==> config.mk <==
export PLATFORM = sky130hd
export DESIGN_NAME = control_unit
export DESIGN_NICKNAME = d
export VERILOG_FILES = /design/src/rtl/ctrl_pkg.sv /design/src/rtl/control_decode.sv /design/src/rtl/control_unit.sv
export SDC_FILE = /design/constraint.sdc
export NUM_CORES = 1
export LEC_CHECK = 0
export ABC_AREA = 1
export CORE_MARGIN = 5
export CORE_UTILIZATION = 34
export DETAILED_ROUTE_END_ITERATION = 8
export PLACE_DENSITY = 0.92
export SLEW_MARGIN = 30
export SYNTH_ARGS = -nofsm -noshare
export SYNTH_HDL_FRONTEND = slang
export SYNTH_SLANG_ARGS = --single-unit
export TNS_END_PERCENT = 20
==> constraint.sdc <==
create_clock -name Clock -period 1.7 [get_ports Clock]
set_input_delay 0.34 -clock Clock [delete_from_list [all_inputs] [get_ports Clock]]
set_output_delay 0.34 -clock Clock [all_outputs]
set_load 0.005 [all_outputs]
==> src/rtl/ctrl_pkg.sv <==
// Shared control-unit definitions: state codes, opcodes, datapath select
// encodings, the control word layout and its idle value.
package ctrl_pkg;

  typedef enum logic [2:0] {
    S_INIT    = 3'd0,
    S_FETCH_H = 3'd1,
    S_FETCH_L = 3'd2,
    S_DECODE  = 3'd3,
    S_EXEC1   = 3'd4,
    S_EXEC2   = 3'd5,
    S_HALT    = 3'd7
  } state_t;

  localparam logic [3:0] OP_LDI = 4'h0;
  localparam logic [3:0] OP_LDM = 4'h1;
  localparam logic [3:0] OP_ST  = 4'h2;
  localparam logic [3:0] OP_ADD = 4'h3;
  localparam logic [3:0] OP_SUB = 4'h4;
  localparam logic [3:0] OP_AND = 4'h5;
  localparam logic [3:0] OP_OR  = 4'h6;
  localparam logic [3:0] OP_XOR = 4'h7;
  localparam logic [3:0] OP_NOT = 4'h8;
  localparam logic [3:0] OP_INC = 4'h9;
  localparam logic [3:0] OP_DEC = 4'hA;
  localparam logic [3:0] OP_BRA = 4'hB;
  localparam logic [3:0] OP_HLT = 4'hF;

  localparam logic [1:0] FUN_DEC  = 2'b00;
  localparam logic [1:0] FUN_INC  = 2'b01;
  localparam logic [1:0] FUN_LOAD = 2'b10;
  localparam logic [1:0] FUN_CLR  = 2'b11;

  localparam logic [3:0] ALU_PASS = 4'b0000;
  localparam logic [3:0] ALU_NOT  = 4'b0010;
  localparam logic [3:0] ALU_ADD  = 4'b0100;
  localparam logic [3:0] ALU_SUB  = 4'b0110;
  localparam logic [3:0] ALU_AND  = 4'b0111;
  localparam logic [3:0] ALU_OR   = 4'b1000;
  localparam logic [3:0] ALU_XOR  = 4'b1001;

  localparam logic [1:0] MUXA_IR  = 2'b00;
  localparam logic [1:0] MUXA_MEM = 2'b01;
  localparam logic [1:0] MUXA_ARF = 2'b10;
  localparam logic [1:0] MUXA_ALU = 2'b11;

  localparam logic [1:0] MUXB_IR  = 2'b01;
  localparam logic [1:0] MUXB_MEM = 2'b10;
  localparam logic [1:0] MUXB_ALU = 2'b11;

  localparam logic MUXC_RF  = 1'b1;
  localparam logic MUXC_ARF = 1'b0;

  localparam logic [1:0] ADDR_PC = 2'b00;
  localparam logic [1:0] ADDR_AR = 2'b10;
  localparam logic [1:0] ADDR_SP = 2'b11;

  localparam logic [2:0] ARF_EN_PC   = 3'b110;
  localparam logic [2:0] ARF_EN_AR   = 3'b101;
  localparam logic [2:0] ARF_EN_SP   = 3'b011;
  localparam logic [2:0] ARF_EN_NONE = 3'b111;

  typedef struct packed {
    logic [1:0] rf_outa;
    logic [1:0] rf_outb;
    logic [1:0] rf_fun;
    logic [3:0] rf_reg;
    logic [3:0] alu_fun;
    logic [1:0] arf_outc;
    logic [1:0] arf_outd;
    logic [1:0] arf_fun;
    logic [2:0] arf_reg;
    logic       ir_lh;
    logic       ir_en;
    logic [1:0] ir_fun;
    logic       mem_wr;
    logic       mem_cs;
    logic [1:0] mux_a;
    logic [1:0] mux_b;
    logic       mux_c;
  } ctrl_t;

  localparam ctrl_t CTRL_IDLE = '{
    rf_outa:  2'b00,
    rf_outb:  2'b00,
    rf_fun:   2'b00,
    rf_reg:   4'hF,
    alu_fun:  4'h0,
    arf_outc: 2'b00,
    arf_outd: 2'b00,
    arf_fun:  2'b00,
    arf_reg:  ARF_EN_NONE,
    ir_lh:    1'b0,
    ir_en:    1'b0,
    ir_fun:   2'b00,
    mem_wr:   1'b0,
    mem_cs:   1'b1,
    mux_a:    2'b00,
    mux_b:    2'b00,
    mux_c:    1'b0
  };

  // Active-low write enable for one of R1..R4.
  function automatic logic [3:0] rf_enable(input logic [1:0] sel);
    logic [3:0] en;
    en      = 4'hF;
    en[sel] = 1'b0;
    return en;
  endfunction

  function automatic logic [3:0] alu_code(input logic [3:0] op);
    logic [3:0] code;
    case (op)
      OP_ADD:  code = ALU_ADD;
      OP_SUB:  code = ALU_SUB;
      OP_AND:  code = ALU_AND;
      OP_OR:   code = ALU_OR;
      OP_XOR:  code = ALU_XOR;
      OP_NOT:  code = ALU_NOT;
      default: code = ALU_PASS;
    endcase
    return code;
  endfunction

  function automatic logic is_undef(input logic [3:0] op);
    return (op == 4'hC) || (op == 4'hD) || (op == 4'hE);
  endfunction

endpackage

==> src/rtl/control_decode.sv <==
// Combinational map from the current state and instruction word to the full
// control word; stall/reset gating is applied by the caller.
module control_decode
  import ctrl_pkg::*;
(
  input  state_t      state,
  input  logic [15:0] ir,
  output ctrl_t       ctrl
);

  logic [3:0] op;
  logic [1:0] dst;
  logic [1:0] src;
  logic       unused_k;

  assign op  = ir[15:12];
  assign dst = ir[11:10];
  assign src = ir[9:8];
  // K feeds the datapath muxes directly; no control decision depends on it.
  assign unused_k = ^ir[7:0];

  always_comb begin
    ctrl = CTRL_IDLE;
    case (state)
      S_INIT: begin
        ctrl.arf_fun = FUN_CLR;
        ctrl.arf_reg = ARF_EN_PC;
      end
      S_FETCH_H, S_FETCH_L: begin
        ctrl.arf_outd = ADDR_PC;
        ctrl.mem_cs   = 1'b0;
        ctrl.mem_wr   = 1'b0;
        ctrl.ir_en    = 1'b1;
        ctrl.ir_fun   = FUN_LOAD;
        ctrl.ir_lh    = (state == S_FETCH_L);
        ctrl.arf_fun  = FUN_INC;
        ctrl.arf_reg  = ARF_EN_PC;
      end
      S_EXEC1: begin
        case (op)
          OP_LDI: begin
            ctrl.mux_a  = MUXA_IR;
            ctrl.rf_fun = FUN_LOAD;
            ctrl.rf_reg = rf_enable(dst);
          end
          OP_LDM, OP_ST: begin
            ctrl.mux_b   = MUXB_IR;
            ctrl.arf_fun = FUN_LOAD;
            ctrl.arf_reg = ARF_EN_AR;
          end
          OP_ADD, OP_SUB, OP_AND, OP_OR, OP_XOR, OP_NOT: begin
            ctrl.rf_outa = dst;
            ctrl.rf_outb = src;
            ctrl.mux_c   = MUXC_RF;
            ctrl.alu_fun = alu_code(op);
            ctrl.mux_a   = MUXA_ALU;
            ctrl.rf_fun  = FUN_LOAD;
            ctrl.rf_reg  = rf_enable(dst);
          end
          OP_INC: begin
            ctrl.rf_fun = FUN_INC;
            ctrl.rf_reg = rf_enable(dst);
          end
          OP_DEC: begin
            ctrl.rf_fun = FUN_DEC;
            ctrl.rf_reg = rf_enable(dst);
          end
          OP_BRA: begin
            ctrl.mux_b   = MUXB_IR;
            ctrl.arf_fun = FUN_LOAD;
            ctrl.arf_reg = ARF_EN_PC;
          end
          default: ;
        endcase
      end
      S_EXEC2: begin
        case (op)
          OP_LDM: begin
            ctrl.arf_outd = ADDR_AR;
            ctrl.mem_cs   = 1'b0;
            ctrl.mux_a    = MUXA_MEM;
            ctrl.rf_fun   = FUN_LOAD;
            ctrl.rf_reg   = rf_enable(dst);
          end
          OP_ST: begin
            ctrl.rf_outa  = src;
            ctrl.mux_c    = MUXC_RF;
            ctrl.alu_fun  = ALU_PASS;
            ctrl.arf_outd = ADDR_AR;
            ctrl.mem_cs   = 1'b0;
            ctrl.mem_wr   = 1'b1;
          end
          default: ;
        endcase
      end
      default: ;
    endcase
  end

endmodule

==> src/rtl/control_unit.sv <==
// Instruction sequencer: fetch two IR bytes, decode, then one or two execute
// cycles; holds the FSM state and gates the decoded control word.
module control_unit
  import ctrl_pkg::*;
#(
  parameter bit HALT_ON_UNDEF = 1'b0
) (
  input  logic        Clock,
  input  logic        Reset,
  input  logic        Stall,
  input  logic [15:0] IR_Out,
  output logic [1:0]  RF_OutASel,
  output logic [1:0]  RF_OutBSel,
  output logic [1:0]  RF_FunSel,
  output logic [3:0]  RF_RegSel,
  output logic [3:0]  ALU_FunSel,
  output logic [1:0]  ARF_OutCSel,
  output logic [1:0]  ARF_OutDSel,
  output logic [1:0]  ARF_FunSel,
  output logic [2:0]  ARF_RegSel,
  output logic        IR_LH,
  output logic        IR_Enable,
  output logic [1:0]  IR_Funsel,
  output logic        Mem_WR,
  output logic        Mem_CS,
  output logic [1:0]  MuxASel,
  output logic [1:0]  MuxBSel,
  output logic        MuxCSel,
  output logic [2:0]  SeqCounter,
  output logic        Halted
);

  state_t     state;
  state_t     state_next;
  ctrl_t      dec;
  ctrl_t      ctrl;
  logic       stall_eff;
  logic [3:0] op;

  assign op = IR_Out[15:12];
  // INIT and HALT never freeze, so Stall only matters in the sequencing states.
  assign stall_eff = Stall && (state != S_INIT) && (state != S_HALT);

  control_decode u_decode (
    .state (state),
    .ir    (IR_Out),
    .ctrl  (dec)
  );

  always_ff @(posedge Clock) begin
    if (Reset) state <= S_INIT;
    else       state <= state_next;
  end

  always_comb begin
    state_next = state;
    case (state)
      S_INIT:    state_next = S_FETCH_H;
      S_FETCH_H: state_next = S_FETCH_L;
      S_FETCH_L: state_next = S_DECODE;
      S_DECODE:  state_next = S_EXEC1;
      S_EXEC1: begin
        if (op == OP_LDM || op == OP_ST) state_next = S_EXEC2;
        else if (op == OP_HLT)           state_next = S_HALT;
        else if (is_undef(op))           state_next = HALT_ON_UNDEF ? S_HALT : S_FETCH_H;
        else                             state_next = S_FETCH_H;
      end
      S_EXEC2:   state_next = S_FETCH_H;
      S_HALT:    state_next = S_HALT;
      default:   state_next = S_INIT;
    endcase
    if (stall_eff) state_next = state;
  end

  assign ctrl = (Reset || stall_eff) ? CTRL_IDLE : dec;

  assign RF_OutASel  = ctrl.rf_outa;
  assign RF_OutBSel  = ctrl.rf_outb;
  assign RF_FunSel   = ctrl.rf_fun;
  assign RF_RegSel   = ctrl.rf_reg;
  assign ALU_FunSel  = ctrl.alu_fun;
  assign ARF_OutCSel = ctrl.arf_outc;
  assign ARF_OutDSel = ctrl.arf_outd;
  assign ARF_FunSel  = ctrl.arf_fun;
  assign ARF_RegSel  = ctrl.arf_reg;
  assign IR_LH       = ctrl.ir_lh;
  assign IR_Enable   = ctrl.ir_en;
  assign IR_Funsel   = ctrl.ir_fun;
  assign Mem_WR      = ctrl.mem_wr;
  assign Mem_CS      = ctrl.mem_cs;
  assign MuxASel     = ctrl.mux_a;
  assign MuxBSel     = ctrl.mux_b;
  assign MuxCSel     = ctrl.mux_c;
  assign SeqCounter  = Reset ? 3'd0 : state;
  assign Halted      = !Reset && (state == S_HALT);

endmodule

==> impl_metrics.csv <==
group,metric,value,unit
power_and_ir_drop,p_sw_frac,0.493,
die,die_w,57.0,um
cells_and_area,regArea,71.3,um^2
yosys,yosysWarningCount,0,
die,die_h,57.0,um
timing,skew,0.000405,ns
clocking,clkSinkCount,3,
power_and_ir_drop,switchingPower,0.000758,W
cells_and_area,largest_register_ff_count,3,
timing,hold_slack,0.543,ns
yosys,post_synth.cell_area_avg,4.78,um^2
clocking,cts_buffers,3,
clocking,h-tree-depth,1,
clocking,path_clk_slew,0.04,ns
timing,finalCritPeriodShare,1.14,
global_route,grt_usage,0.246,
setup_path,critPathCapture,"ALU_FunSel[1]",
setup_path,r2r_end,"state[1]",
setup_path,cpPeakStageDelay,0.37,ns
timing,final.min_clock_period,1.94,ns
setup_path,crit_top_cell,"nor2_4",
power_and_ir_drop,pwr-share-comb,0.784,
placed_design,dp_hpwl,2.32,mm
detailed_routing,drt_pre_antenna_iters,5,
timing,fmax,516,MHz
yosys,synthArstFlopShare,0,
status,status,"complete, but fails checks",
setup_path,crit_type,"register to primary output",
power_and_ir_drop,power,0.00154,W
detailed_routing,wl_per_cell,16.6,um
detailed_routing,drc_errors,0,
detailed_routing,viasPerCell,5.43,
die,core_area,2170,um^2
yosys,synth-edff-count,0,
setup_path,crit_required,1.36,ns
yosys,syn_inst,157,
detailed_routing,dr.first_iter.drc_count,81,
placed_design,gp_congestion,0.829,
cells_and_area,diodes,0,
power_and_ir_drop,leakage,0.866,nW
status,failed_checks,"negative setup slack",
power_and_ir_drop,p_seq_frac,0.123,
timing,rsz0062_at_grt,"yes",
global_route,grt_pass1_vias,1456,
timing,tns,-4.64,ns
clocking,clock_tree.root_cell,"clkbuf_4",
setup_path,reg2reg_depth,7,
min_path,hp-class,"primary input to register",
flow_run,drv_cap,0,
power_and_ir_drop,clock_power_share,0.093,
cells_and_area,area_delta_synth_final,136,%
detailed_routing,num_vias,1493,
global_route,grt_pass1_wl,6.44,mm
setup_path,critical_path_arrival,1.60,ns
setup_path,crit_path_max_fanout,6,
cells_and_area,utilization,0.815,
power_and_ir_drop,irDropWorstVdd,0.818,mV
cells_and_area,final_common_cell,"buf_4",
cells_and_area,top_register,"state",
clocking,cts_hold_buf,0,
die,io_pins,57,
timing,hold_viol,0,
setup_path,cp-startpoint,"state[0]",
yosys,synthesis.area,751,um^2
cells_and_area,multiInputGateArea,822,um^2
yosys,ys_seq_area_frac,0.0800,
detailed_routing,drt-total-wl,4.56,mm
setup_path,endpoint_kind,"primary output",
timing,slew_violations,0,
die,placementRows,17,
yosys,ys_ff_latch,3,
die,die-area,3250,um^2
setup_path,ff2ff_setup_slack,0.40,ns
timing,setup_viol_count_final,28,
clocking,cts_tree,"done",
setup_path,r2r_start,"state[2]",
yosys,synthDistinctLibCells,21,
cells_and_area,drive_gt1_frac,0.619,
cells_and_area,reg_top3,"state x3",
die,start_util,0.346,
setup_path,cp_slowest_cell,"dfxtp_4",
setup_path,crit_chain,"nor2_4 -> nand2_2 -> nand3_4 -> nand2_4 -> inv_4 -> nand2_8 -> nor2_4 -> buf_6 -> inv_6 -> nor2_4 -> buf_2",
yosys,synth-main-ff-cell,"dfxtp_1",
global_route,grt_remaining_overflow,0,
placed_design,place_area,1400,um^2
cells_and_area,final_cell_mix,"buf_4 (41), nand2_1 (34), buf_2 (25)",
power_and_ir_drop,p_int,0.000779,W
clocking,insertion_delay,0.25,ns
power_and_ir_drop,powerDensity,869,nW/um^2
timing,setup_ws,-0.239,ns
clocking,clock_path_buffers,2,
cells_and_area,final_area,1770,um^2
cells_and_area,fill_cells,130,
cells_and_area,nets,267,
global_route,antenna_found_initial,0,
setup_path,start_kind,"register",
global_route,grt_max_degree,8,
detailed_routing,ant_nets,0,
placed_design,portBuffers,42,
-- synthesized netlist by cell type (2+ instances only) --
cell,number,area (um^2)
a21oi_1,13,65.1
buf_2,3,15.0
buf_4,7,52.6
conb_1,2,7.51
dfxtp_1,3,60.1
inv_1,22,82.6
inv_2,2,7.51
nand2_1,42,158
nand2_4,2,22.5
nand3_1,11,55.1
nor2_1,35,131
nor3_1,2,10.0
o21ai_0,5,25.0
-- critical path: cells and delay by family, from the launching register on --
| kind | cells | cell delay [ns] |
|---|---|---|
| AND/OR/NAND/NOR | 7 | 0.62 |
| buffers and inverters | 4 | 0.35 |
| flip-flops | 1 | 0.37 |
-- what timing repair did --
action                                  4_1_cts  5_1_grt
pin swaps                                    18       20
gates cloned                                  1        0
setup buffers                                 9        7
endpoints found under the setup margin       32       31
gates resized for setup                     170       59
-- power by group through the flow --
| stage | logic (W) | clock network (W) | registers (W) |
|---|---|---|---|
| 2_1_floorplan | 0.000350 | 0 | 0.000128 |
| 3_3_place_gp | 0.000769 | 0 | 0.000134 |
| 3_5_place_dp | 0.000789 | 0 | 0.000134 |
| 4_1_cts | 0.000949 | 0.000135 | 0.000163 |
| 5_1_grt | 0.00128 | 0.000152 | 0.000192 |
| 6_report | 0.00120 | 0.000143 | 0.000189 |
-- metrics by stage --
step | std cells | worst slack [ns]
after floorplan | 161 | 0.162
after global placement | 254 | -0.835
after detailed placement | 254 | -0.924
after CTS | 268 | -0.267
after global routing | 275 | -0.293
final | 275 | -0.239
-- routing by layer --
layer	up-vias	track usage	share of wire
met2	97	0.465	0.52
met5	-	0	0
met4	0	0.146	0.049
li1	658	-	-
met1	712	0.248	0.36
met3	26	0.0407	0.072
-- worst min path at each step --
stage / from / cells after the start / to / slack (ns)
3_5_place_dp: state[1] / 3 / state[0] / 0.67
6_report: Reset / 5 / state[1] / 0.54
2_1_floorplan: Reset / 3 / state[2] / 0.53
3_3_place_gp: state[1] / 3 / state[0] / 0.65
4_1_cts: IR_Out[14] / 5 / state[2] / 0.61
5_1_grt: Reset / 5 / state[1] / 0.59
-- final cells by class --
type                    count  share of cell area
clock buffers               4              0.0149
inverters                  24              0.0608
multi-input cells         124               0.465
flip-flops and latches      3              0.0403
well taps                  28              0.0198
repair buffers             92               0.400
-- kinds of logic (layout without fill, tap and decap cells) --
family / Yosys count / after routing / synth area share
flops: 3 / 3 / 0.0800
buf+inv: 34 / 120 / 0.210
simple gates: 98 / 98 / 0.565
other cells: 2 / 6 / 0.0100
compound gates: 20 / 20 / 0.135
No activity file was read; power rests on OpenSTA's default activity.
==> RTL change (config.mk and constraints unchanged) <==
Set the parameter `HALT_ON_UNDEF` to 1'b1 (it was 1'b0).
--- a/src/rtl/control_unit.sv
+++ b/src/rtl/control_unit.sv
@@ -3,7 +3,7 @@
 module control_unit
   import ctrl_pkg::*;
 #(
-  parameter bit HALT_ON_UNDEF = 1'b0
+  parameter bit HALT_ON_UNDEF = 1'b1
 ) (
   input  logic        Clock,
   input  logic        Reset,
Formal check against the unedited RTL: not equivalent (a bounded check fails within 10 cycles, from zero or initial values and one cycle with Reset high).
==> RTL change against the unedited design <==
- the flow still finishes with violations (negative setup slack)
- hold slack improved by 0.022 ns
- power fell by 13%
- worst setup slack better by 0.072 ns
- wire length down 18%
- via count down 12%
- sequential cell count stayed put
- synthesized area grew 4.5%
- cell area down 5.3%
- largest cell class unchanged
==> RTL change: results (changes against the unedited design) <==
run_status:
  status: "complete, but fails checks"  # unchanged
  violations: "negative setup slack"  # unchanged
routing:
  first_iter_violations: 45  # was 81
  dr_wl_met2_um: 1907  # was 2383 um
  met3_length_um: 222  # was 330 um
  firstDrtPassIters: 4  # was 5
yosys:
  ys_top_cells_by_count: "nand2_1 (41), nor2_1 (21), nand3_1 (17)"  # was nand2_1 (42), nor2_1 (35), inv_1 (22)
  yosysSeqAreaShare: 0.07656  # was 0.08000
  synth_area_leaders: "nand2_1 (20%), nand3_1 (11%), nor2_1 (10%)"  # was nand2_1 (21%), nor2_1 (18%), inv_1 (11%)
  synth_top_area_frac: 0.1962  # was 0.2100
  synth_cell_types: 23  # was 21
power_and_ir_drop:
  leakagePower_nw: 0.8527  # was 0.8662 nW
  irDropWorstVdd_mv: 0.9728  # was 0.8179 mV
placement:
  gp_congestion: 0.8144  # was 0.8294
  hpwl_um: 2281  # was 2323 um
grt:
  grt.total_usage: 0.2187  # was 0.2456
  antenna_found_initial: 0  # unchanged
  grt_max_degree: 7  # was 8
  grt_first_pass_wirelength_um: 5906  # was 6437 um
min_path:
  hp-start: "IR_Out[15]"  # was Reset
sta:
  clock_skew_ns: 0.009075  # was 0.0004050 ns
  fin_ws_ns: -0.1671  # was -0.2386 ns
  setup-violations-final: 27  # was 28
finish:
  final_net_count: 257  # was 267
  drive_gt1_frac: 0.6245  # was 0.6194
  reg_top3: "state (3)"  # unchanged
critical_path:
  worstPathMaxFanout: 4  # was 6
  worst-r2r-cell-count: 8  # was 7
## RTL change: stage by stage
stage	cells	setup TNS (ns)	utilization	worst slack [ns]	instance area (sq um)
after floorplan	149	0	-	0.2110	799.5
after global placement	243	-18.53	0.6454	-0.7716	1428
after detailed placement	243	-19.59	0.6454	-0.8473	1428
after CTS	264	-2.362	0.7342	-0.1449	1624
after global routing	265	-5.156	0.7574	-0.2623	1675
final	265	-2.758	0.7574	-0.1671	1675
## RTL change: worst max-delay path: cells and delay by family (launching register included)
kind,cells,cell delay [ns]
flip-flops,1,0.36
buffers and inverters,3,0.39
AO/OA/AOI/OAI,1,0.09
AND/OR/NAND/NOR,4,0.44
## RTL change: per-layer routing
metal / vias to the layer above / track usage
met5: - / 0
met4: 0 / 0.05629
met1: 608 / 0.2536
met3: 9 / 0.04454
met2: 60 / 0.4032
li1: 640 / -
## RTL change: area by class of cell
| cell class | instances | area, sq um |
|---|---|---|
| clock buffer | 4 | 26.28 |
| fill | 159 | 536.8 |
| inverter | 19 | 76.32 |
| multi-input combinational | 117 | 738.2 |
| sequential | 3 | 71.32 |
| tap | 28 | 35.03 |
| timing repair buffer | 94 | 728.2 |
## RTL change: logic make-up (layout without fill, tap and decap cells)
kind of cell,Yosys count,count (layout),share of synthesized area
AND/OR/NAND/NOR,97,97,0.6236
flip-flops,3,3,0.07656
other,2,6,0.009573
buffers and inverters,29,117,0.1962
AO/OA/AOI/OAI,14,14,0.09410
## RTL change: power by group
part	internal, W	switching [W]
Combinational	0.000494	0.000538
Sequential	0.000116	0.0000578
Clock	0.0000883	0.0000426
Total	0.000698	0.000639
## RTL change: worst paths after layout
kind	slack [ns]	endpoint
worst min-delay path	0.56	state[1]
worst max register to register	0.36	state[2]
worst min register to register	0.76	state[0]
worst max-delay path	-0.17	ALU_FunSel[1]
## RTL change: what timing repair did
action	in CTS	in global routing
gates resized for setup	181	21
buffers inserted	17	1
setup endpoints to repair	32	28
pin swaps	22	12
